File: config.mk
export PLATFORM = sky130hd
export DESIGN_NAME = fifo_rd_stream_flat
export DESIGN_NICKNAME = d
export VERILOG_FILES = /design/src/rtl/fifo_pkg.sv /design/src/rtl/fifo_rd_stream_if.sv /design/src/rtl/fifo_rd_stream_skid_buf2.sv /design/src/rtl/fifo_rd_stream.sv /design/src/flat_wrapper.sv
export SDC_FILE = /design/constraint.sdc
export NUM_CORES = 1
export LEC_CHECK = 0
export CAP_MARGIN = 0
export CORE_MARGIN = 4
export CORE_UTILIZATION = 45
export CTS_BUF_LIST = sky130_fd_sc_hd__clkbuf_16
export DETAILED_ROUTE_END_ITERATION = 7
export HOLD_SLACK_MARGIN = 0.1
export PLACE_DENSITY_LB_ADDON = 0.25
export SYNTH_ARGS = -nofsm -noshare
export SYNTH_HDL_FRONTEND = slang
export SYNTH_SLANG_ARGS = --single-unit
File: constraint.sdc
create_clock -name clk -period 4.15 [get_ports clk]
set_clock_uncertainty 0.1 [all_clocks]
set_input_delay 1.0375 -clock clk [delete_from_list [all_inputs] [get_ports clk]]
set_output_delay 1.0375 -clock clk [all_outputs]
set_load 0.01 [all_outputs]
File: src/rtl/fifo_pkg.sv
// Shared types and default widths for the FIFO read-side stream engine.
// Pure declarations: no latency, no backpressure.
// Imported by the interface, the skid buffer and the top.
package fifo_pkg;

   localparam int DEF_DATA_WIDTH = 16;
   localparam int DEF_CNT_WIDTH  = 16;

   typedef enum logic [1:0] {
      IDLE = 2'd0,
      RUN  = 2'd1,
      STOP = 2'd2
   } rd_state_e;

endpackage

File: src/rtl/fifo_rd_stream_if.sv
// FIFO read port plus downstream valid/ready stream, bundled for the drain engine.
// Wires only: no latency.
// Backpressure is carried by m_ready; the master side owns fifo_rd_en.
interface fifo_rd_stream_if
   import fifo_pkg::*;
#(
   parameter int DATA_WIDTH = DEF_DATA_WIDTH
);
   logic                  fifo_empty;
   logic [DATA_WIDTH-1:0] fifo_data_out;
   logic                  fifo_rd_en;
   logic                  m_valid;
   logic                  m_ready;
   logic [DATA_WIDTH-1:0] m_data;

   modport master (
      input  fifo_empty, fifo_data_out, m_ready,
      output fifo_rd_en, m_valid, m_data
   );

   modport slave (
      output fifo_empty, fifo_data_out, m_ready,
      input  fifo_rd_en, m_valid, m_data
   );
endinterface

File: src/rtl/fifo_rd_stream_skid_buf2.sv
// Two-entry circular skid buffer with push/pop/flush.
// Push is visible one cycle later; holds data stable while popped side stalls.
// Caller guarantees no push when full unless a pop happens in the same cycle.
module skid_buf2 #(
   parameter int DATA_WIDTH = 16
) (
   input  logic                  clk,
   input  logic                  rst,
   input  logic                  push,
   input  logic [DATA_WIDTH-1:0] push_dat,
   input  logic                  pop,
   input  logic                  flush,
   output logic                  vld,
   output logic [DATA_WIDTH-1:0] dat,
   output logic [1:0]            cnt
);
   logic [DATA_WIDTH-1:0] mem [2];
   logic                  head;
   logic                  wr_idx;

   // Tail slot sits bcnt entries past head; bcnt==2 wraps back onto head.
   assign wr_idx = head ^ cnt[0];
   assign vld    = (cnt != 2'd0);
   assign dat    = mem[head];

   always_ff @(posedge clk or posedge rst) begin
      if (rst) begin
         mem[0] <= '0;
         mem[1] <= '0;
         head   <= 1'b0;
         cnt    <= 2'd0;
      end else if (flush) begin
         head <= 1'b0;
         cnt  <= 2'd0;
      end else begin
         if (push) begin
            mem[wr_idx] <= push_dat;
         end
         if (pop) begin
            head <= ~head;
         end
         cnt <= cnt + {1'b0, push} - {1'b0, pop};
      end
   end
endmodule

File: src/rtl/fifo_rd_stream.sv
// Drains the synchronous FIFO into a valid/ready stream, with en/stop FSM, flush and word counter.
// First beat 2 cycles after the first fifo_rd_en; 1 word/cycle sustained.
// Reads are throttled so buffered plus in-flight words never exceed 2 under m_ready stalls.
module fifo_rd_stream
   import fifo_pkg::*;
#(
   parameter int DATA_WIDTH = DEF_DATA_WIDTH,
   parameter int CNT_WIDTH  = DEF_CNT_WIDTH
) (
   input  logic                 clk,
   input  logic                 rst,
   input  logic                 en,
   input  logic                 flush,
   fifo_rd_stream_if.master     io,
   output logic [CNT_WIDTH-1:0] word_cnt,
   output logic                 busy
);
   rd_state_e       state_q;
   rd_state_e       state_d;
   logic            inflight;
   logic [1:0]      bcnt;
   logic            buf_vld;
   logic            pop;
   logic            push;
   logic            rd_en;
   logic [2:0]      occ;

   assign pop  = buf_vld & io.m_ready;
   assign push = inflight & ~flush;

   // Slots that stay committed after this cycle's pop; a new read needs one free.
   assign occ   = {1'b0, bcnt} + {2'b00, inflight} - {2'b00, pop};
   assign rd_en = (state_q == RUN) & ~io.fifo_empty & ~flush & (occ < 3'd2);

   assign io.fifo_rd_en = rd_en;
   assign io.m_valid    = buf_vld;
   assign busy          = (state_q != IDLE);

   skid_buf2 #(
      .DATA_WIDTH (DATA_WIDTH)
   ) u_skid (
      .clk      (clk),
      .rst      (rst),
      .push     (push),
      .push_dat (io.fifo_data_out),
      .pop      (pop),
      .flush    (flush),
      .vld      (buf_vld),
      .dat      (io.m_data),
      .cnt      (bcnt)
   );

   always_ff @(posedge clk or posedge rst) begin
      if (rst) begin
         state_q  <= IDLE;
         inflight <= 1'b0;
         word_cnt <= '0;
      end else begin
         state_q  <= state_d;
         inflight <= rd_en;
         if (pop) begin
            word_cnt <= word_cnt + 1'b1;
         end
      end
   end

   always_comb begin
      state_d = state_q;
      if (flush) begin
         state_d = en ? RUN : IDLE;
      end else begin
         unique case (state_q)
            IDLE: if (en) state_d = RUN;
            RUN:  if (!en) state_d = STOP;
            STOP: begin
               if (en) begin
                  state_d = RUN;
               end else if (bcnt == 2'd0 && !inflight) begin
                  state_d = IDLE;
               end
            end
            default: state_d = IDLE;
         endcase
      end
   end
endmodule

File: src/flat_wrapper.sv
// flat-port wrapper written by rule: the top's interface ports become plain ports
module fifo_rd_stream_flat import fifo_pkg::*;
#(
   parameter int DATA_WIDTH = DEF_DATA_WIDTH,
   parameter int CNT_WIDTH  = DEF_CNT_WIDTH
)
  (clk, rst, en, flush, word_cnt, busy, io_fifo_empty, io_fifo_data_out, io_m_ready, io_fifo_rd_en, io_m_valid, io_m_data);
  fifo_rd_stream_if #(.DATA_WIDTH(DATA_WIDTH)) io_i ();
  input  logic clk;
  input  logic rst;
  input  logic en;
  input  logic flush;
  output logic [CNT_WIDTH-1:0] word_cnt;
  output logic busy;
  input wire logic [$bits(io_i.fifo_empty)-1:0] io_fifo_empty;
  input wire logic [$bits(io_i.fifo_data_out)-1:0] io_fifo_data_out;
  input wire logic [$bits(io_i.m_ready)-1:0] io_m_ready;
  output wire logic [$bits(io_i.fifo_rd_en)-1:0] io_fifo_rd_en;
  output wire logic [$bits(io_i.m_valid)-1:0] io_m_valid;
  output wire logic [$bits(io_i.m_data)-1:0] io_m_data;
  assign io_i.fifo_empty = io_fifo_empty;
  assign io_i.fifo_data_out = io_fifo_data_out;
  assign io_i.m_ready = io_m_ready;
  assign io_fifo_rd_en = io_i.fifo_rd_en;
  assign io_m_valid = io_i.m_valid;
  assign io_m_data = io_i.m_data;
  fifo_rd_stream #(.DATA_WIDTH(DATA_WIDTH), .CNT_WIDTH(CNT_WIDTH)) u_core (.clk(clk), .rst(rst), .en(en), .flush(flush), .io(io_i), .word_cnt(word_cnt), .busy(busy));
endmodule
### After elaboration in Yosys (flattened, before gate mapping)

Index checks and enable logic that the tools add are counted.

| word-level totals | value |
|---|---|
| register bits | 54 |

| operators by class | value |
|---|---|
| bitwise operators | 11 |
| equality and inequality tests | 5 |
| $lt $le $gt $ge | 4 |
| reduce and logical (&&, ||, !) cells | 10 |
| $add $sub $neg | 5 |
| muxes and demuxes | 16 |

Operators by type and width:

| kind | count |
|---|---|
| $mux 16 | 4 |
| $bwmux 32 | 1 |
| $add 16x1->16 const B | 1 |
| $demux 16 s1 | 1 |
| $mux 2 | 6 |
| $ne 3x3->1 const B | 2 |
| $pmux 2 s3 | 1 |
| $reduce_bool 2->1 | 3 |
| $and 1x1->1 | 5 |
| $ge 2x2->1 const B | 2 |
| $logic_not 2->1 | 2 |
| $ne 4x3->1 const B | 1 |
| $not 1->2 | 2 |
| $add 2x1->3 | 1 |
| $lt 3x2->1 const B | 1 |
| $mux 1 | 3 |
| $not 1->1 | 3 |
| $reduce_and 3->1 | 1 |
| $sub 3x1->3 | 1 |
| $add 2x1->2 | 1 |
| $eq 2x1->1 const B | 1 |
| $eq 2x2->1 const B | 1 |
| $logic_and 1x1->1 | 2 |
| $lt 2x1->1 const B | 1 |
| other kinds (4) | 4 |

### Longest topological paths before layout

Gate-level depths: netlist (run 1).

| logic depth | value |
|---|---|
| depth in word-level cells | 7 |
| mapped depth | 7 |

### Cells and area by module

From an unflattened synthesis (run 1), not the netlist that was laid out.

| second synthesis, totals | value |
|---|---|
| cells, all modules | 182 |
| area, all modules | 2506.2 um^2 |

By module, submodules not included:

| module | times used | seq. area each (um^2) | cells an instance | area each (um^2) |
|---|---|---|---|---|
| skid_buf2 | 1 | 875.8 | 102 | 1584.0 |
| fifo_rd_stream | 1 | 475.5 | 80 | 922.1 |

### Worst setup path after synthesis (run 1)

No wires, ideal clock.

| path | value |
|---|---|
| path kind | input to output |
| start | in io_m_ready |
| end | out io_fifo_rd_en |
| setup slack | 0.511 ns |
| stages | 7 |
| arrival time | 2.501 ns |
| path through | o21ai_2 inv_1 ha_1 nand2b_1 fa_1 xnor2_1 and3_1 |

| on the way | value |
|---|---|
| longest elaborated chain between the ends | 4 |

RTL lines:

| item | RTL line | text |
|---|---|---|
| start, declared | flat_wrapper.sv:17 | `input wire logic [$bits(io_i.m_ready)-1:0] io_m_ready;` |
| $and 1x1->1 | fifo_rd_stream.sv:28 | `assign pop = buf_vld & io.m_ready;` |
| net u_core.pop | fifo_rd_stream.sv:23 | `logic pop;` |
| $sub 3x1->3 | fifo_rd_stream.sv:32 | `assign occ = {1'b0, bcnt} + {2'b00, inflight} - {2'b00, pop};` |
| $lt 3x2->1 | fifo_rd_stream.sv:33 | `assign rd_en = (state_q == RUN) & ~io.fifo_empty & ~flush & (occ < 3'd2);` |
| $and 1x1->1 | fifo_rd_stream.sv:33 |  |
| end, declared | flat_wrapper.sv:18 | `output wire logic [$bits(io_i.fifo_rd_en)-1:0] io_fifo_rd_en;` |

The timed path passes the listed nets, and every way through them passes these cells.

### Worst setup path in the final report (run 1)

Same ends and word-level chain as after synthesis.

==> metrics.md, run 1 <==
| Metric | Value |
|---|---|
| Routability cong. | 0.734 |
| Library cells used by synthesis | 30 |
| Met1 usage | 18.7% |
| Critical Path Start Type | primary input |
| Clk buf depth | 2 |
| Minimum clock period | 4.00 ns |
| WS Path Type | in -> out |
| Antenna-violating nets left | 0 |
| Routing usage on met3 | 4.66% |
| Core area | 5470 um2 |
| Antenna violations before repair | 0 |
| First-pass GRT wire length | 7990 um |
| Worst-margin pin slew | 0.836 ns |
| Share of layout cells above drive strength 1 | 27.6% |
| Crit path capture | io_fifo_rd_en |
| Avg Cell Area, Syn | 13.9 um2 |
| Number of setup buffers added after CTS | 0 |
| CTS sink cnt | 54 |
| Critical path's largest stage delay | 0.53 ns |
| Hold Slack | 0.377 ns |
| CTS tree | built |
| Pwr dens | 635 nW/um2 |
| FMAX | 250 MHz |
| Worst Hold Class | reg -> reg |
| CTS Buf Count | 5 |
| H-tree depth | 2 |
| Final setup vio count | 0 |
| HPWL Detailed | 3220 um |
| # IOs | 57 |
| Max capacitance violation total | 0 |
| CP startpoint | io_m_ready |
| Wire length per cell | 14.5 um |
| Maximum VDD drop | 0.303 mV |
| Diodes inserted | 0 |
| Status | complete, no violations |
| Die area | 6870 um2 |
| Critical-path cell list | clkdlybuf4s50_1, o21ai_2, inv_1, ha_1, nand2b_1, fa_2, and3_1, clkbuf_2 |
| Worst setup EP type | output pin |
| Hold Startpoint | u_core.word_cnt[15] |
| Flops & latches, synth | 54 |
| Clk root buf | clkbuf_16 |
| YS warnings | 0 |
| Via density | 4.85 |
| Worst EP arrival | 2.86 ns |
| Final slew viol count | 0 |
| IO buf count | 56 |
| Reg2Reg Depth | 3 |
| GRT Residual Overflow | 0 |
| Area grow syn2layout | 29.9% |
| Iteration-0 DRC count of the detailed router | 52 |
| Vias post-DR | 1529 |
| RSZ-0062 raised after global routing | no |
| Largest net degree at the start of global routing | 30 |
| Crit path max fanout | 2 |
| Critical path's slowest cell | fa_2 |
| GRT busiest layer | met2 |
| DRC Markers | 0 |
| Synthesized net count | 208 |
| Cells after synthesis | 181 |
| Initial Util | 46.1% |
| Die Wd | 82.9 um |
| Num rows | 27 |
| R2R Path End | u_core.u_skid.mem[8] |
| GRT met2 Usage | 23.0% |
| DIE HEIGHT | 82.9 um |
| P_leak | 0.00152 uW |
| Part of the cycle the worst path needs | 96.4% |
| Slew margin rel. | 44.3% |
| Netlist Area Pre-Place | 2520 um2 |
| Vias in the first global route | 1609 |
| CP required | 3.01 ns |
| FF-to-FF Start | u_core.u_skid.head |
| All-Layer GR Usage | 14.2% |
| Cts hold-fix bufs | 0 |
| Final #Nets | 270 |
| Setup TNS | 0 ns |
| Hold Vio Cnt, Final | 0 |
| Clock Pin Slew Worst Setup and Hold Paths | 0.06 ns |
| Final WL | 4580 um |
| Fraction of the yosys area taken by sequential cells | 53.5% |
| R2r setup slk | 2.04 ns |
| Worst skew pair latency | 0.28 ns |
| Drt first pass iters | 4 |
[cell usage after synthesis]
cell type	instances	area, um2
mux2_4	10	150
nand4_1	3	18.8
nor3_2	1	10.0
nor3_4	1	16.3
nand2_1	7	26.3
xnor2_2	1	16.3
mux2_1	1	11.3
nor4_1	1	6.26
o21ai_2	1	8.76
dfrtp_1	54	1350
nand3_1	8	40.0
buf_2	1	5.00
nor2_1	3	11.3
nand2b_4	1	13.8
buf_12	1	20.0
or2_2	1	6.26
buf_6	3	33.8
nor2b_1	1	6.26
nor2_4	1	11.3
a21oi_1	1	5.00
fa_1	1	20.0
mux2_2	37	417
nand2b_1	2	12.5
xor2_1	5	43.8
xnor2_1	14	123
and3_1	7	43.8
o31a_1	1	8.76
nor3_1	3	15.0
inv_1	6	22.5
ha_1	4	50.1
[kinds of logic (layout without fill, tap and decap cells)]
| logic type | after synthesis | after routing | share of synthesized area (%) |
|---|---|---|---|
| adders and majority gates | 5 | 5 | 2.78 |
| AOI/OAI and AO/OA | 3 | 3 | 0.892 |
| and+or+nand+nor | 40 | 40 | 9.42 |
| xor gates and xnor gates | 20 | 20 | 7.24 |
| buffers and inverters | 11 | 73 | 3.22 |
| DFF | 54 | 54 | 53.5 |
| muxes | 48 | 48 | 22.9 |
[how the worst min path moves through the flow]
stage | end | slack (ns) | cells past startpoint
floorplan | u_core.u_skid.mem[9] | 0.35 | 1
global route | u_core.word_cnt[15] | 0.39 | 1
global placement | u_core.word_cnt[15] | 0.36 | 1
CTS | u_core.word_cnt[15] | 0.38 | 1
detailed placement | u_core.word_cnt[15] | 0.37 | 1
finish | u_core.word_cnt[15] | 0.38 | 1
[flip-flops by register name, summed over array words and instances (netlist names)]
register	flops
u_core.state_q	2
u_core.word_cnt	16
u_core.inflight	1
u_core.u_skid.head	1
u_core.u_skid.cnt	2
u_core.u_skid.mem	32
[per-stage QoR]
step                      total power (uW)  util, %  std cells  cell area (um2)  setup WS, ns
after floorplan                       1340        -        181             2520         0.511
after global placement                1690     57.5        308             3150        -0.270
after detailed placement              1710     57.5        308             3150        -0.273
after CTS                             2110     60.0        315             3280       0.00414
after global routing                  2220     59.9        315             3280        0.0332
final                                 2080     59.9        315             3280         0.150
[critical path: cells and delay by family]
kind | cells | cell delay, ns
AOI/OAI and AO/OA | 1 | 0.07
buffers and inverters | 3 | 0.62
and+or+nand+nor | 2 | 0.32
adders and majority gates | 2 | 0.81
[report_power, final]
group,total [uW],internal (uW),switching (uW)
sequential,836,691,146
clock,392,218,174
combinational,855,561,294
[layout by cell type, fill, tap and decap left out, types with 3 or more instances in the layout]
cell and instances:
nor3_1 3, mux2_2 37, nand2_1 7, xor2_1 5
and3_1 7, clkdlybuf4s50_1 55, ha_1 4, nand4_1 3
clkbuf_16 5, buf_4 4, nand3_1 8, nor2_1 3
dfrtp_1 54, xnor2_1 14, mux2_4 10, inv_1 6
[area by class of cell]
| cell class | instances | area [um2] |
|---|---|---|
| clock inverters | 2 | 11.3 |
| repair buffers | 60 | 586 |
| multi-input cells | 116 | 1090 |
| fillers | 482 | 2190 |
| flip-flops and latches | 54 | 1350 |
| well taps | 72 | 90.1 |
| clock buffers | 5 | 125 |
| inverters | 6 | 22.5 |
[per-layer routing]
layer | up-vias | wire [um]
met5 | - | 0
li1 | 745 | -
met1 | 747 | 2160
met4 | 0 | 41
met2 | 31 | 2160
met3 | 6 | 218
[repair_timing]
item,CTS,global route
setup endpoints to repair,1,1
endpoints found under the hold margin,0,0
pin swaps,0,2
resized for setup,2,2
gates cloned,0,0
(Power assumes the default switching activity.)
==> run 2, diff against run 1 <==
Settings changed: CORE_UTILIZATION 45 to 35.
==> run 2 against run 1 <==
- register-to-register slack worse by 0.10 ns
- worst setup slack worse by 0.0074 ns
- critical path depth unchanged
- critical path type unchanged
==> metrics.md, run 2 (synthesis results as in run 1) <==
| Metric | Value |
|---|---|
| Status | complete, no violations |
| RSZ-0062 raised after global routing | no |
| CP required | 3.01 ns (about the same) |
| Top Family by Delay on Critical Path | adder cells |
| Via density | 4.59 (-5.4%) |
| Maximum VDD drop | 0.220 mV (-27%) |
| Share of layout cells above drive strength 1 | 28.2% (+0.59 points) |
| Critical path's slowest cell | fa_2 |
| R2R Path End | u_core.u_skid.mem[27] |
| Critical Path Start Type | primary input |
| Num rows | 30 (+11%) |
| R2r setup slk | 1.94 ns (-0.10 ns) |
| WS Path Type | in -> out |
| Worst-margin pin slew | 0.689 ns (-0.147 ns) |
| Layout Cells excl Fill | 341 (+8.3%) |
| Reg2Reg Depth | 5 (+2) |
| Largest net degree at the start of global routing | 55 (+83%) |
| # IOs | 57 (unchanged) |
| Pwr dens | 630 nW/um2 (-0.91%) |
| Most common cell after layout, fill and taps aside | clkdlybuf4s50_1 |
| Slew margin rel. | 54.1% (+9.8 points) |
| Cts hold-fix bufs | 0 (unchanged) |
| Number of setup buffers added after CTS | 0 (unchanged) |
| Largest regs | u_core.u_skid.mem: 32 flops, u_core.word_cnt: 16 flops |
| CTS tree | built |
| Antenna-violating nets left | 0 (unchanged) |
| Clk root buf | clkbuf_16 |
| Hold Startpoint | u_core.word_cnt[15] |
| Wire length per cell | 13.8 um (-4.8%) |
| Part of the cycle the worst path needs | 96.6% (+0.18 points) |
| Drt first pass iters | 4 (unchanged) |
| Clk buf depth | 2 (unchanged) |
| IO buf count | 56 (unchanged) |
| Final setup vio count | 0 (unchanged) |
| Minimum clock period | 4.01 ns (+0.00741 ns) |
| Worst EP arrival | 2.87 ns (about the same) |
| Final WL | 4720 um (+3.1%) |
| Critical path's largest stage delay | 0.53 ns (about the same) |
| Vias post-DR | 1566 (+2.4%) |
| Final WS setup | 0.142 ns (-0.00741 ns) |
| Final #Nets | 271 (+0.37%) |
| Clock Pin Slew Worst Setup and Hold Paths | 0.06 ns (about the same) |
| Hold Vio Cnt, Final | 0 (unchanged) |
| Area grow syn2layout | 31.6% |
| Antenna violations before repair | 0 (unchanged) |
| Placed insts | 333 (+8.1%) |
| Worst skew pair latency | 0.29 ns (about the same) |
| DRC Markers | 0 (unchanged) |
| Worst setup EP type | output pin |
| HPWL Detailed | 3300 um (+2.4%) |
| Die area | 8630 um2 (+26%) |
| Pre-CTS setup slack | -0.311 ns (-0.0376 ns) |
| CP startpoint | io_m_ready |
| Max capacitance violation total | 0 (unchanged) |
| Routability cong. | 0.738 (+0.44%) |
| Worst Hold Class | reg -> reg |
| Iteration-0 DRC count of the detailed router | 26 (-50%) |
| Worst Hold Depth | 1 (unchanged) |
| Vias in the first global route | 1606 (-0.19%) |
| Crit path max fanout | 2 (unchanged) |
| Initial Util | 36.5% (-9.6 points) |
| FF-to-FF Start | u_core.u_skid.head |
| Diodes inserted | 0 (unchanged) |
| Die Wd | 92.9 um (+12%) |
| Crit path buf inv count | 3 (unchanged) |
| DIE HEIGHT | 92.9 um (+12%) |
| All-Layer GR Usage | 11.7% (-2.6 points) |
| Top reg by flops | u_core.u_skid.mem |
| GRT Residual Overflow | 0 (unchanged) |
| H-tree depth | 2 (unchanged) |
| FMAX | 250 MHz (-0.18%) |
| First-pass GRT wire length | 7970 um (-0.26%) |
| CTS sink cnt | 54 (unchanged) |
| Most frequent cells in the layout | clkdlybuf4s50_1, dfrtp_1, mux2_2, xnor2_1, mux2_4 |
| Critical-path cell list | clkdlybuf4s50_1, o21ai_2, inv_1, ha_1, nand2b_1, fa_2, and3_1, buf_2 |
| Core area | 6910 um2 (+26%) |
| CTS Buf Count | 5 (unchanged) |
| Largest register FFs | 32 (unchanged) |
| P_leak | 0.00153 uW (+0.41%) |
| Hold Path End | u_core.word_cnt[15] |
| Final slew viol count | 0 (unchanged) |
run 2: cell count changes in the layout (fill, tap and decap cells not counted), sizes merged:
cell / delta
clkinv: +2
buf: +2
clkbuf: -1
inv: -1
run 2: where the power goes:
part	total, uW	switching (uW)	internal [uW]
Clock	398	178	220
Combinational	879	314	565
Sequential	814	124	691
run 2: worst max path at each step:
stage                     to  slack (ns)  cells after the start
5_1_grt        io_fifo_rd_en        0.04                      8
4_1_cts        io_fifo_rd_en       0.005                      9
2_1_floorplan  io_fifo_rd_en        0.51                      7
6_report       io_fifo_rd_en        0.14                      8
3_3_place_gp   io_fifo_rd_en       -0.29                      9
3_5_place_dp   io_fifo_rd_en       -0.31                      9
run 2: routing by layer:
metal,GRT usage (%),wire length (um),vias to the layer above
met4,3.30,31,0
met1,15.9,2250,783
li1,-,-,750
met5,0,0,-
met3,3.17,190,4
met2,18.2,2250,29
run 2: stage by stage:
stage               util [%]  hold WS (ns)  total power (uW)  area [um2]  TNS (ns)
finish                  48.1         0.366              2090        3320         0
floorplan                  -         0.352              1340        2520         0
global route            48.1         0.413              2240        3320         0
CTS                     48.2         0.375              2130        3330         0
detailed placement      46.1         0.366              1720        3180    -0.311
global placement        46.1         0.359              1710        3180    -0.285
run 2: repair_timing:
item	in CTS	in global routing
pin swaps	0	1
gates cloned	0	0
setup endpoints to repair	1	1
gates resized for setup	3	2
run 2: layout make-up:
| class | count | area, um2 |
|---|---|---|
| clock inverter | 3 | 16.3 |
| clock buffer | 5 | 125 |
| fill | 646 | 3580 |
| inverter | 6 | 22.5 |
| timing repair buffer | 61 | 593 |
| sequential | 54 | 1350 |
| multi-input combinational | 116 | 1090 |
| tap | 96 | 120 |
==> run 3, diff against run 2 <==
Settings changed: GPL_TIMING_DRIVEN set to 0, SKIP_CTS_REPAIR_TIMING set to 1.
==> run 3 against run 2 <==
- critical path depth grew 1
- sequential share of layout area shrank 0.72 points
- routed wire length grew 1.3%
- sequential cell count is the same
- clock-buffer cell count is the same
==> metrics.md, run 3 (synthesis results as in run 1) <==
| Metric | Value |
|---|---|
| Share of layout cells above drive strength 1 | 28.7% (+0.58 points) |
| Initial Util | 36.5% (unchanged) |
| FF-to-FF Start | u_core.u_skid.cnt[0] |
| # IOs | 57 (unchanged) |
| Minimum clock period | 3.79 ns (-0.215 ns) |
| Maximum VDD drop | 0.221 mV (+0.31%) |
| R2r setup slk | 1.99 ns (+0.05 ns) |
| GRT busiest layer | met2 |
| GRT Residual Overflow | 0 (unchanged) |
| Final slew viol count | 0 (unchanged) |
| Worst Hold Depth | 1 (unchanged) |
| Setup TNS | 0 ns (unchanged) |
| Hold Path End | u_core.word_cnt[15] |
| Top reg by flops | u_core.u_skid.mem |
| R2R Path End | u_core.inflight |
| Most frequent cells in the layout | clkdlybuf4s50_1, dfrtp_1, mux2_2, xnor2_1, mux2_4 |
| WS Path Type | in -> out |
| Final WL | 4780 um (+1.3%) |
| Critical Path Start Type | primary input |
| FMAX | 264 MHz (+5.7%) |
| Max capacitance violation total | 0 (unchanged) |
| Status | complete, no violations |
| Antenna-violating nets left | 0 (unchanged) |
| DIE HEIGHT | 92.9 um (unchanged) |
| Final setup vio count | 0 (unchanged) |
| Vias post-DR | 1550 (-1.0%) |
| Hold Slack | 0.368 ns (+0.00250 ns) |
| DRC Markers | 0 (unchanged) |
| Largest register FFs | 32 (unchanged) |
| Final #Nets | 273 (+0.74%) |
| # fillers | 656 (+1.5%) |
| Hold Vio Cnt, Final | 0 (unchanged) |
| Drt first pass iters | 4 (unchanged) |
| H-tree depth | 2 (unchanged) |
| Clock Pin Slew Worst Setup and Hold Paths | 0.07 ns (about the same) |
| IO buf count | 56 (unchanged) |
| RSZ-0062 raised after global routing | no |
| FF/Latch Area | 1350 um2 (unchanged) |
| Pwr dens | 624 nW/um2 (-0.94%) |
| CP required | 3.01 ns (about the same) |
| Pre-CTS setup slack | -0.561 ns (-0.250 ns) |
| Area grow syn2layout | 34.0% |
| Clk root buf | clkbuf_16 |
| HPWL Detailed | 3380 um (+2.5%) |
| Via density | 4.52 (-1.6%) |
| Vias in the first global route | 1612 (+0.37%) |
| Iteration-0 DRC count of the detailed router | 21 (-19%) |
| CTS tree | built |
| Power, Total | 2110 uW (+0.85%) |
| Core area | 6910 um2 (unchanged) |
| Worst skew pair latency | 0.28 ns (about the same) |
| Diodes inserted | 0 (unchanged) |
| Routability cong. | 0.714 (-3.2%) |
| Worst EP arrival | 2.65 ns (-0.22 ns) |
| Largest regs | u_core.u_skid.mem: 32 flops, u_core.word_cnt: 16 flops |
| Die area | 8630 um2 (unchanged) |
| Met1 usage | 16.5% (+0.62 points) |
| Die Wd | 92.9 um (unchanged) |
| Num rows | 30 (unchanged) |
| CTS Buf Count | 5 (unchanged) |
| Largest net degree at the start of global routing | 40 (-27%) |
| First-pass GRT wire length | 8160 um (+2.3%) |
| P_leak | 0.00157 uW (+2.6%) |
| Worst setup EP type | output pin |
| Routing usage on met3 | 3.57% (+0.41 points) |
| Multi-input gate area | 1100 um2 (+0.46%) |
| Crit path max fanout | 7 (+5) |
| Reg2Reg Depth | 7 (+2) |
| Hold Startpoint | u_core.word_cnt[15] |
| Part of the cycle the worst path needs | 91.4% (-5.2 points) |
| Antenna violations before repair | 0 (unchanged) |
| GRT met2 Usage | 18.4% (+0.18 points) |
| Wire length per cell | 13.9 um (+0.70%) |
| Final WS setup | 0.358 ns (+0.215 ns) |
| Clk buf depth | 2 (unchanged) |
| Worst Hold Class | reg -> reg |
| All-Layer GR Usage | 12.0% (+0.34 points) |
| Layout Cells excl Fill | 343 (+0.59%) |
| CTS sink cnt | 54 (unchanged) |
| Slew margin rel. | 71.4% (+17 points) |
| Placed insts | 334 (+0.30%) |
| Worst-margin pin slew | 0.427 ns (-0.262 ns) |
[run 3: critical path, cell delays in order]
cell and delay (ns):
dlymetal6s2s_1 0.15, o21ai_4 0.09, inv_4 0.08, ha_1 0.28
nand2b_1 0.15, fa_1 0.38, xnor2_1 0.15, and3_1 0.19
clkbuf_2 0.14
[run 3: area by class of cell]
cell class              count  area share [%]
well taps                  96            3.55
repair buffers             58            17.3
multi-input cells         116            32.5
inverters                   6           0.740
plain buffers               5            1.74
clock buffers               5            3.70
flip-flops and latches     54            40.0
clock inverters             3           0.518
[run 3: worst max path at each step]
stage                         end        from
global placement    io_fifo_rd_en  io_m_ready
floorplan           io_fifo_rd_en  io_m_ready
finish              io_fifo_rd_en  io_m_ready
global route        io_fifo_rd_en  io_m_ready
detailed placement  io_fifo_rd_en  io_m_ready
CTS                 io_fifo_rd_en  io_m_ready
[run 3: metal layers]
metal  routed length (um)  part of all wire, %
met4                   46                 0.96
met1                 2300                   48
met3                  187                  3.9
met2                 2250                   47
met5                    0                    0
[run 3: power breakdown]
group          switching (uW)  internal [uW]  total (uW)
clock                     179            222         401
combinational             327            575         901
sequential                117            691         807
total                     623           1490        2110
[run 3: per-stage QoR]
| stage | cell area [um2] | util (%) |
|---|---|---|
| finish | 3380 | 49.0 |
| global route | 3380 | 49.0 |
| CTS | 3370 | 48.8 |
| detailed placement | 3220 | 46.7 |
| global placement | 3200 | 46.4 |
| floorplan | 2520 | - |
